--- config.mk ---
export PLATFORM = sky130hd
export DESIGN_NAME = stream_arb_2x1
export DESIGN_NICKNAME = d
export VERILOG_FILES = /design/src/rtl/arb_pkg.sv /design/src/rtl/rr_picker_2.sv /design/src/rtl/stream_arb_2x1.sv
export SDC_FILE = /design/constraint.sdc
export NUM_CORES = 1
export LEC_CHECK = 0
export ABC_AREA = 1
export BUFFER_PORTS_ARGS = -buffer_cell sky130_fd_sc_hd__buf_2
export CORE_MARGIN = 3
export CORE_UTILIZATION = 40
export DETAILED_ROUTE_END_ITERATION = 6
export PLACE_DENSITY = 0.8
export SYNTH_ARGS = -nofsm -noshare
export SYNTH_HDL_FRONTEND = slang
export SYNTH_SLANG_ARGS = --single-unit
--- constraint.sdc ---
create_clock -name clk -period 1.46 [get_ports clk]
set_clock_uncertainty 0.1 [all_clocks]
set_input_delay 0.146 -clock clk [delete_from_list [all_inputs] [get_ports clk]]
set_output_delay 0.146 -clock clk [all_outputs]
set_load 0.01 [all_outputs]
--- src/rtl/arb_pkg.sv ---
// rtl/arb_pkg.sv - shared select encoding and state types for the 2:1 stream arbiter
package arb_pkg;

  // Select encoding shared with the downstream mux_2x1 sel input.
  typedef logic sel_t;

  localparam sel_t SEL_IN1 = 1'b0;
  localparam sel_t SEL_IN2 = 1'b1;

  localparam int BURST_W = 8;

  typedef logic [BURST_W-1:0] burst_cnt_t;

  typedef enum logic {
    ST_EMPTY = 1'b0,
    ST_FULL  = 1'b1
  } out_state_t;

  function automatic sel_t other_sel(input sel_t s);
    return (s == SEL_IN1) ? SEL_IN2 : SEL_IN1;
  endfunction

endpackage

--- src/rtl/rr_picker_2.sv ---
// rtl/rr_picker_2.sv - combinational round-robin winner pick with bounded burst
module rr_picker_2
  import arb_pkg::*;
#(
  parameter int MAX_BURST = 1
) (
  input  logic       in1_valid_i,
  input  logic       in2_valid_i,
  input  sel_t       last_sel_i,
  input  burst_cnt_t burst_cnt_i,
  output logic       win_valid_o,
  output sel_t       win_sel_o
);

  localparam burst_cnt_t MAX_B = burst_cnt_t'(MAX_BURST);

  logic burst_open;

  // A zero count means no burst is in progress, so contention falls to round-robin.
  assign burst_open = (burst_cnt_i != '0) && (burst_cnt_i < MAX_B);

  always_comb begin
    win_valid_o = in1_valid_i | in2_valid_i;
    win_sel_o   = SEL_IN1;
    if (in1_valid_i && in2_valid_i) begin
      win_sel_o = burst_open ? last_sel_i : other_sel(last_sel_i);
    end else if (in2_valid_i) begin
      win_sel_o = SEL_IN2;
    end
  end

endmodule

--- src/rtl/stream_arb_2x1.sv ---
// rtl/stream_arb_2x1.sv - two-input valid/ready arbiter with a single registered output stage
module stream_arb_2x1
  import arb_pkg::*;
#(
  parameter int WIDTH     = 8,
  parameter int MAX_BURST = 1
) (
  input  logic             clk,
  input  logic             rst_n,
  input  logic             in1_valid,
  input  logic [WIDTH-1:0] in1_data,
  output logic             in1_ready,
  input  logic             in2_valid,
  input  logic [WIDTH-1:0] in2_data,
  output logic             in2_ready,
  output logic             out_valid,
  output logic [WIDTH-1:0] out_data,
  output sel_t             out_sel,
  input  logic             out_ready
);

  localparam burst_cnt_t MAX_B = burst_cnt_t'(MAX_BURST);

  out_state_t       state_q;
  logic [WIDTH-1:0] out_data_q;
  sel_t             out_sel_q;
  sel_t             last_sel_q;
  burst_cnt_t       burst_cnt_q;
  burst_cnt_t       burst_cnt_d;

  logic             win_valid;
  sel_t             win_sel;
  logic             load_ok;
  logic             accept;
  logic [WIDTH-1:0] win_data;

  rr_picker_2 #(
    .MAX_BURST (MAX_BURST)
  ) u_picker (
    .in1_valid_i (in1_valid),
    .in2_valid_i (in2_valid),
    .last_sel_i  (last_sel_q),
    .burst_cnt_i (burst_cnt_q),
    .win_valid_o (win_valid),
    .win_sel_o   (win_sel)
  );

  assign load_ok  = (state_q == ST_EMPTY) || out_ready;
  assign accept   = rst_n && load_ok && win_valid;
  assign win_data = (win_sel == SEL_IN2) ? in2_data : in1_data;

  // rst_n gates the readies so nothing is offered to producers while reset is held.
  assign in1_ready = accept && (win_sel == SEL_IN1);
  assign in2_ready = accept && (win_sel == SEL_IN2);

  always_comb begin
    burst_cnt_d = 8'd1;
    if (win_sel == last_sel_q) begin
      burst_cnt_d = (burst_cnt_q < MAX_B) ? burst_cnt_q + 8'd1 : burst_cnt_q;
    end
  end

  always_ff @(posedge clk or negedge rst_n) begin
    if (!rst_n) begin
      state_q     <= ST_EMPTY;
      out_data_q  <= '0;
      out_sel_q   <= SEL_IN1;
      last_sel_q  <= SEL_IN2;
      burst_cnt_q <= '0;
    end else begin
      case (state_q)
        ST_EMPTY: begin
          if (accept) begin
            state_q <= ST_FULL;
          end
        end
        ST_FULL: begin
          if (!accept && out_ready) begin
            state_q <= ST_EMPTY;
          end
        end
        default: state_q <= ST_EMPTY;
      endcase
      if (accept) begin
        out_data_q  <= win_data;
        out_sel_q   <= win_sel;
        last_sel_q  <= win_sel;
        burst_cnt_q <= burst_cnt_d;
      end
    end
  end

  assign out_valid = (state_q == ST_FULL);
  assign out_data  = out_data_q;
  assign out_sel   = out_sel_q;

endmodule

# ---- After elaboration in Yosys (flattened, before gate mapping)
# Index checks and enable logic that the tools add are counted.
dict set report totals {
  word_cells 33
  regBits 19
  input_bits 21
}
dict set report op_classes {
  mux 10
  n_eq_ne 2
  n_addsub 1
  magnitude_cmp 1
  n_reduce_logical 11
  bitwise_logic 3
}
# op count
set op_table {}
lappend op_table {{two-way mux 8 bit} 3}
lappend op_table {{adder 8 x 1 -> 8 bit (second input constant)} 1}
lappend op_table {{less-than comparator 8 x 1 -> 1 bit (second input constant)} 1}
lappend op_table {{nonzero test 8 bit} 1}
lappend op_table {{logical AND 1 bit} 7}
lappend op_table {{two-way mux 1 bit} 6}
lappend op_table {{!= test 2 x 1 -> 1 bit (second input constant)} 1}
lappend op_table {{NOT 1 bit} 2}
lappend op_table {{case mux 1 bit (2 select lines)} 1}
lappend op_table {{AND reduction 2 bit} 1}
lappend op_table {{equality test 1 bit} 1}
lappend op_table {{logical NOT 1 bit} 1}
lappend op_table {{logical OR 1 bit} 1}
lappend op_table {{OR 1 bit} 1}

# ---- Longest topological paths before layout
# Gate-level depths: netlist of run 1.
dict set report logic_depth {
  word_depth 8
  mapped_depth 7
  mapped_depth_nobuf 6
}

# ---- Cells and area by module
# A second synthesis of run 1 with hierarchy kept.
dict set report unflattened {
  cells_unflattened 112
  area_unflattened_um2 1017.2
}
# module instances area_per_inst_um2 cells_each
set by_module_without_submodules {}
lappend by_module_without_submodules {stream_arb_2x1 1 1002.2 109}
lappend by_module_without_submodules {rr_picker_2 1 15.0 3}

# ---- Worst setup path after synthesis of run 1
# Ideal clock, no wire load.
dict set report synth_path {
  path_type {flip-flop to output port}
  startpoint {register state_q, in the netlist out_valid}
  endpoint {output port in1_ready}
  path_slack_ns 0.233
  arrival_ns 0.981
  path_stages_with_launch 7
  path_cell_list {dfrtp_1 > inv_1 > nor2_1 > nor2_2 > buf_4 > inv_2 > nor2_1}
}
dict set report synth_via {
  elab_chain_len 5
}
# item line_no
set synth_rtl {}
lappend synth_rtl {{start: declaration} stream_arb_2x1.sv:24} ;# out_state_t state_q;
lappend synth_rtl {{start signal: assignment} stream_arb_2x1.sv:65} ;# state_q <= ST_EMPTY;
lappend synth_rtl {{start signal: assignment} stream_arb_2x1.sv:74} ;# state_q <= ST_FULL;
lappend synth_rtl {{start signal: assignment} stream_arb_2x1.sv:79} ;# state_q <= ST_EMPTY;
lappend synth_rtl {{NOT 1 bit} stream_arb_2x1.sv:48} ;# assign load_ok = (state_q == ST_EMPTY) || out_ready;
lappend synth_rtl {{logical OR 1 bit} stream_arb_2x1.sv:48}
lappend synth_rtl {{logical AND 1 bit (2 in a row)} stream_arb_2x1.sv:49} ;# assign accept = rst_n && load_ok && win_valid;
lappend synth_rtl {{logical AND 1 bit} stream_arb_2x1.sv:53} ;# assign in1_ready = accept && (win_sel == SEL_IN1);
lappend synth_rtl {{end: declaration} stream_arb_2x1.sv:12} ;# output logic in1_ready,
# No other way between the ends.

# ---- Final worst setup path of run 1
dict set report layout_path {
  startpoint {register state_q, in the netlist out_valid}
  endpoint {output port in2_ready}
}
dict set report layout_via {
  elab_chain_len 5
}
# item line_no
set layout_rtl {}
lappend layout_rtl {{NOT 1 bit} stream_arb_2x1.sv:48}
lappend layout_rtl {{logical OR 1 bit} stream_arb_2x1.sv:48}
lappend layout_rtl {{logical AND 1 bit (2 in a row)} stream_arb_2x1.sv:49}
lappend layout_rtl {{logical AND 1 bit} stream_arb_2x1.sv:54} ;# assign in2_ready = accept && (win_sel == SEL_IN2);
lappend layout_rtl {{end: declaration} stream_arb_2x1.sv:15} ;# output logic in2_ready,
# No other way between the ends.

==> results.cfg, run 1 <==
[outcome]
outcome = finished, final reports clean

[sta]
slew_headroom_pct = 89.2
period_needed_ns = 1.41
setup-tns-final_ns = 0
rsz0062_at_grt = true
setup_viol = 0
final_hold_viol_count = 0
maxSlewViolCount = 0
worst_slew_pin_slew_ns = 0.160
finalCritPeriodShare_pct = 96.8
max_freq_mhz = 708

[final_layout]
finalNetCount = 141
ff_latch_area_sq_um = 277
nFillCells = 118
drive_gt1_share_pct = 41.2
diodes = 0
area_growth_pct = 43.5
multi_input_area_sq_um = 223

[placed_design]
hpwl_um = 992
finalWeightedCongestion = 0.705
port_buffers = 32

[power]
p_seq_share_pct = 46.6
clkPwrFrac_pct = 24.3
power_density_nw_per_um2 = 1020
power_switching_mw = 0.258
vdd_drop_max_uv = 622
comb_power_share_pct = 29.1
power.internal_mw = 0.581
netSwitchingFraction_pct = 30.8
total_power_mw = 0.840
p_leak_nw = 0.511

[worst_setup_path]
r2r_end = last_sel_q$_DFFE_PN1P_
ff2ff_path_depth = 7
setup.worst_path.class = flop to output pin
worst-path-max-fanout = 3
startpoint = out_valid$_DFF_PN0_
crit_end = in2_ready
worstReg2RegStart = out_valid$_DFF_PN0_
critPathCaptureType = output pin
cp_data_arrival_time_ns = 1.17
crit_path_start_kind = flop
worstPathRequired_ns = 1.21
r2r_setup_slack_ns = 0.18

[drt]
wl_per_cell_um = 9.80
avgViaCountPerCell = 4.31
vias = 578
drc = 0
drt_wl_total_um = 1310
drt.antenna.violating_nets = 0
drt_iter0_markers = 7
drt_pass1_iterations = 4

[synthesis]
synth_common_cells = 35 x nand2_1, 11 x inv_1, 10 x dfrtp_1
yosysTopAreaCellShare_pct = 43.5
synthesis.nets = 98
synth-edff-count = 0
yosysTopAreaCell = dfrtp_1
ys_ff_latch = 11
ys.flop_type = dfrtp_1
postSynthAreaPerCell_sq_um = 7.47
yosysWarnings = 0
syn_area_sq_um = 576
yosysUniqueCellTypes = 13
netlist_top_cells_area = dfrtp_1 43%, nand2_1 23%, o21ai_0 7.8%, inv_1 7.2%, dfstp_2 4.6%
synthArstFlopShare_pct = 100
syn_inst = 77
ys_seq_area_share_pct = 48.0
synth.most_common_cell = nand2_1

[floorplan]
ios = 33
dieArea_sq_um = 1930
core-area_sq_um = 1320
die_y_um = 43.9
die_w_um = 43.9
row_count = 13
start_util_pct = 43.7

[grt]
grt_max_degree = 17
grt_use_total_pct = 15.3
antenna_found_initial = 0
grt_remaining_overflow = 0
grt_pass1_wl_um = 2160
grt_pass1_vias = 551

[clocking]
cts_tree = built
clock_tree.root_cell = clkbuf_4
numCtsBuffers = 3
clkSlewWorstSetupHoldPaths_ns = 0.07
clk_latency_ns = 0.26
htreeDepth = 1
clock_path_buffers = 2
cts.sinks = 11

[worst_hold_path]
hold_depth = 3
min_from = rst_n
hp-class = primary input to flop

[flow_run]
maxCapViolations = 0
## kinds of logic after synthesis
kind of cell | Yosys count | share of synthesized area (%)
simple gates | 38 | 25.2
buf+inv | 16 | 13.7
compound gates | 12 | 13.0
flops | 11 | 48.0
## registers in the layout, indices dropped and copies added (netlist names)
| signal | cells |
|---|---|
| out_valid | 1 |
| last_sel_q | 1 |
| out_data | 8 |
| out_sel | 1 |
## worst min path at each step
stage / end / slack [ns]
final: out_valid$_DFF_PN0_ / 0.04
after CTS: out_valid$_DFF_PN0_ / 0.05
after global routing: out_valid$_DFF_PN0_ / 0.07
after floorplan: out_data[0]$_DFFE_PN0P_ / -0.25
after global placement: out_sel$_DFFE_PN0P_ / -0.0004
after detailed placement: out_data[4]$_DFFE_PN0P_ / 0.002
## layer usage
layer / up-vias / routed length [um] / GRT usage (%)
li1: 313 / - / -
met1: 248 / 503 / 16.1
met2: 15 / 731 / 27.9
met3: 2 / 56 / 2.49
met4: 0 / 22 / 9.04
met5: - / 0 / 0
## repair_timing
action,4_1_cts,5_1_grt
pin swaps,2,1
endpoints found under the hold margin,12,0
hold buffers,2,0
setup endpoints to repair,2,2
buffers inserted,4,0
resized for setup,0,1
## layout by cell type (no fill, tap or decap)
master,count
buf_4,7
dlygate4sd3_1,2
nor2_1,1
clkbuf_1,1
inv_1,11
dfrtp_1,10
buf_2,32
o21ai_0,9
inv_2,2
a21oi_4,1
o21ai_2,1
dfstp_2,1
clkbuf_4,3
nand2_1,35
nor2_2,2
o21ai_1,1
## stage by stage
step / cells / setup slack (ns) / hold WS, ns / utilization (%) / instance area [sq um]
finish: 134 / 0.0468 / 0.0449 / 62.7 / 826
global route: 134 / -0.0328 / 0.0748 / 62.7 / 826
CTS: 134 / 0.0612 / 0.0498 / 62.5 / 823
detailed placement: 124 / 0.176 / 0.00208 / 56.7 / 747
global placement: 124 / 0.204 / -0.000406 / 56.7 / 747
floorplan: 77 / 0.233 / -0.250 / - / 576
## power groups by stage
stage / sequential, mW / combinational [mW] / clock [mW]
2_1_floorplan: 0.421 / 0.105 / 0
3_3_place_gp: 0.395 / 0.224 / 0
3_5_place_dp: 0.397 / 0.228 / 0
4_1_cts: 0.392 / 0.247 / 0.211
5_1_grt: 0.398 / 0.277 / 0.223
6_report: 0.391 / 0.245 / 0.204
## cell type report
class                      count  share of cell area [%]
clock buffer                   4                    3.18
multi-input combinational     50                    27.0
inverter                      13                    5.91
sequential                    11                    33.5
timing repair buffer          41                    28.2
tap                           15                    2.27
## worst max-delay path: stages, from the launching register on
cell and delay [ns]:
dfrtp_1 0.37, inv_1 0.06, nor2_1 0.04, nor2_2 0.15, nand2_1 0.11, inv_1 0.06
buf_2 0.12
Power figures use the tool's default switching activity.
==> run 2, diff against run 1 <==
==> constraint.sdc (replaced) <==
create_clock -name clk -period 1.46 [get_ports clk]
set_clock_uncertainty 0.1 [all_clocks]
set_input_delay 0.219 -clock clk [delete_from_list [all_inputs] [get_ports clk]]
set_output_delay 0.219 -clock clk [all_outputs]
set_load 0.01 [all_outputs]
==> results.cfg, run 2 (same netlist as run 1, synthesis figures left out) <==
[final_layout]
final_area_sq_um = 847
area_growth_pct = 47.2
final_common_cell = nand2_1
finalNetCount = 143
final_core_util_pct = 64.3
layout.cells.non_filler = 136
diodes = 0
largest_reg_flops = 8
drive_gt1_share_pct = 44.6
final_cell_mix = 34 x nand2_1, 31 x buf_2, 10 x inv_1, 10 x dfrtp_1, 10 x buf_4
nFillCells = 114

[worst_setup_path]
ff2ff_path_depth = 7
critical-path-max-stage-delay_ns = 0.38
critPathCaptureType = output pin
path_cells = inv_1 > nor2_1 > nor2_2 > inv_2 > nor2_2 > buf_2
cp_data_arrival_time_ns = 1.20
crit_path_frequent_cell = nor2_2
r2r_end = out_data[2]$_DFFE_PN0P_
crit_path_start_kind = flop
worstReg2RegStart = last_sel_q$_DFFE_PN1P_
r2r_setup_slack_ns = 0.12
cpMaxStageDelayCell = dfrtp_1
cp_num_cells = 6
crit_family = flip-flops
worstPathRequired_ns = 1.14
setup.worst_path.class = flop to output pin
startpoint = out_valid$_DFF_PN0_
worst-path-max-fanout = 4
crit_end = in1_ready
cp.buffers_inverters = 3

[clocking]
htreeDepth = 1
clkSlewWorstSetupHoldPaths_ns = 0.07
cts.sinks = 11
clock_path_buffers = 2
clk_latency_ns = 0.27
clock_tree.root_cell = clkbuf_4
numCtsBuffers = 3
cts_tree = built

[floorplan]
dieArea_sq_um = 1930
ios = 33
core-area_sq_um = 1320
die_w_um = 43.9
row_count = 13
start_util_pct = 43.7
die_y_um = 43.9

[power]
p_leak_nw = 0.520
total_power_mw = 0.859
power_density_nw_per_um2 = 1010
vdd_drop_max_uv = 451

[outcome]
outcome = finished with violations
violations = setup timing

[drt]
drt_iter0_markers = 12
drc = 0
drt_pass1_iterations = 3
drt.antenna.violating_nets = 0
vias = 591
avgViaCountPerCell = 4.35
drt_wl_total_um = 1330
wl_per_cell_um = 9.81

[placed_design]
hpwl_um = 984
placed_area_sq_um = 762
dp_cells = 126
finalWeightedCongestion = 0.705
pre_cts_ws_ns = 0.197
port_buffers = 32

[sta]
finalCritPeriodShare_pct = 104
setup-tns-final_ns = -0.104
final_hold_viol_count = 0
worst_slew_pin_slew_ns = 0.195
maxSlewViolCount = 0
rsz0062_at_grt = true
setup_ws_ns = -0.0627
whs_ns = 0.0500
period_needed_ns = 1.52
slew_headroom_pct = 87.0
setup_viol = 2
max_freq_mhz = 657

[flow_run]
maxCapViolations = 0

[grt]
grt_max_degree = 12
grt_pass1_vias = 556
grt_remaining_overflow = 0
grt_use_total_pct = 15.9
grt_pass1_wl_um = 2190
antenna_found_initial = 0

[worst_hold_path]
hp-class = primary input to flop
## run 2: what timing repair did
action | 4_1_cts | 5_1_grt
resized for setup | 0 | 4
hold buffers | 1 | 0
endpoints found under the hold margin | 11 | 0
setup buffers | 3 | 2
pin swaps | 3 | 2
setup endpoints to repair | 2 | 2
## run 2: metal layers
layer,track usage (%),wire [um]
met1,16.7,517
met2,26.7,754
met5,0,0
met4,14.5,19
met3,2.49,43
## run 2: worst min path at each step
stage / start / depth (start not counted) / slack, ns / endpoint
after CTS: out_ready / 2 / 0.05 / out_valid$_DFF_PN0_
after global routing: out_ready / 2 / 0.04 / out_valid$_DFF_PN0_
after floorplan: rst_n / 0 / -0.18 / out_data[0]$_DFFE_PN0P_
after detailed placement: rst_n / 2 / 0.09 / out_sel$_DFFE_PN0P_
after global placement: rst_n / 2 / 0.09 / out_sel$_DFFE_PN0P_
final: out_ready / 2 / 0.05 / out_valid$_DFF_PN0_
## run 2: report_power, final
part | switching [mW] | internal (mW)
sequential | 0.0284 | 0.362
combinational | 0.134 | 0.123
clock | 0.107 | 0.106
## run 2: layout make-up
cell class,instances,area [sq um],area share (%)
Sequential cell,11,277,32.6
Tap cell,15,18.8,2.22
Timing Repair Buffer,43,251,29.7
Multi-Input combinational cell,50,225,26.6
Inverter,13,48.8,5.76
Clock buffer,4,26.3,3.10
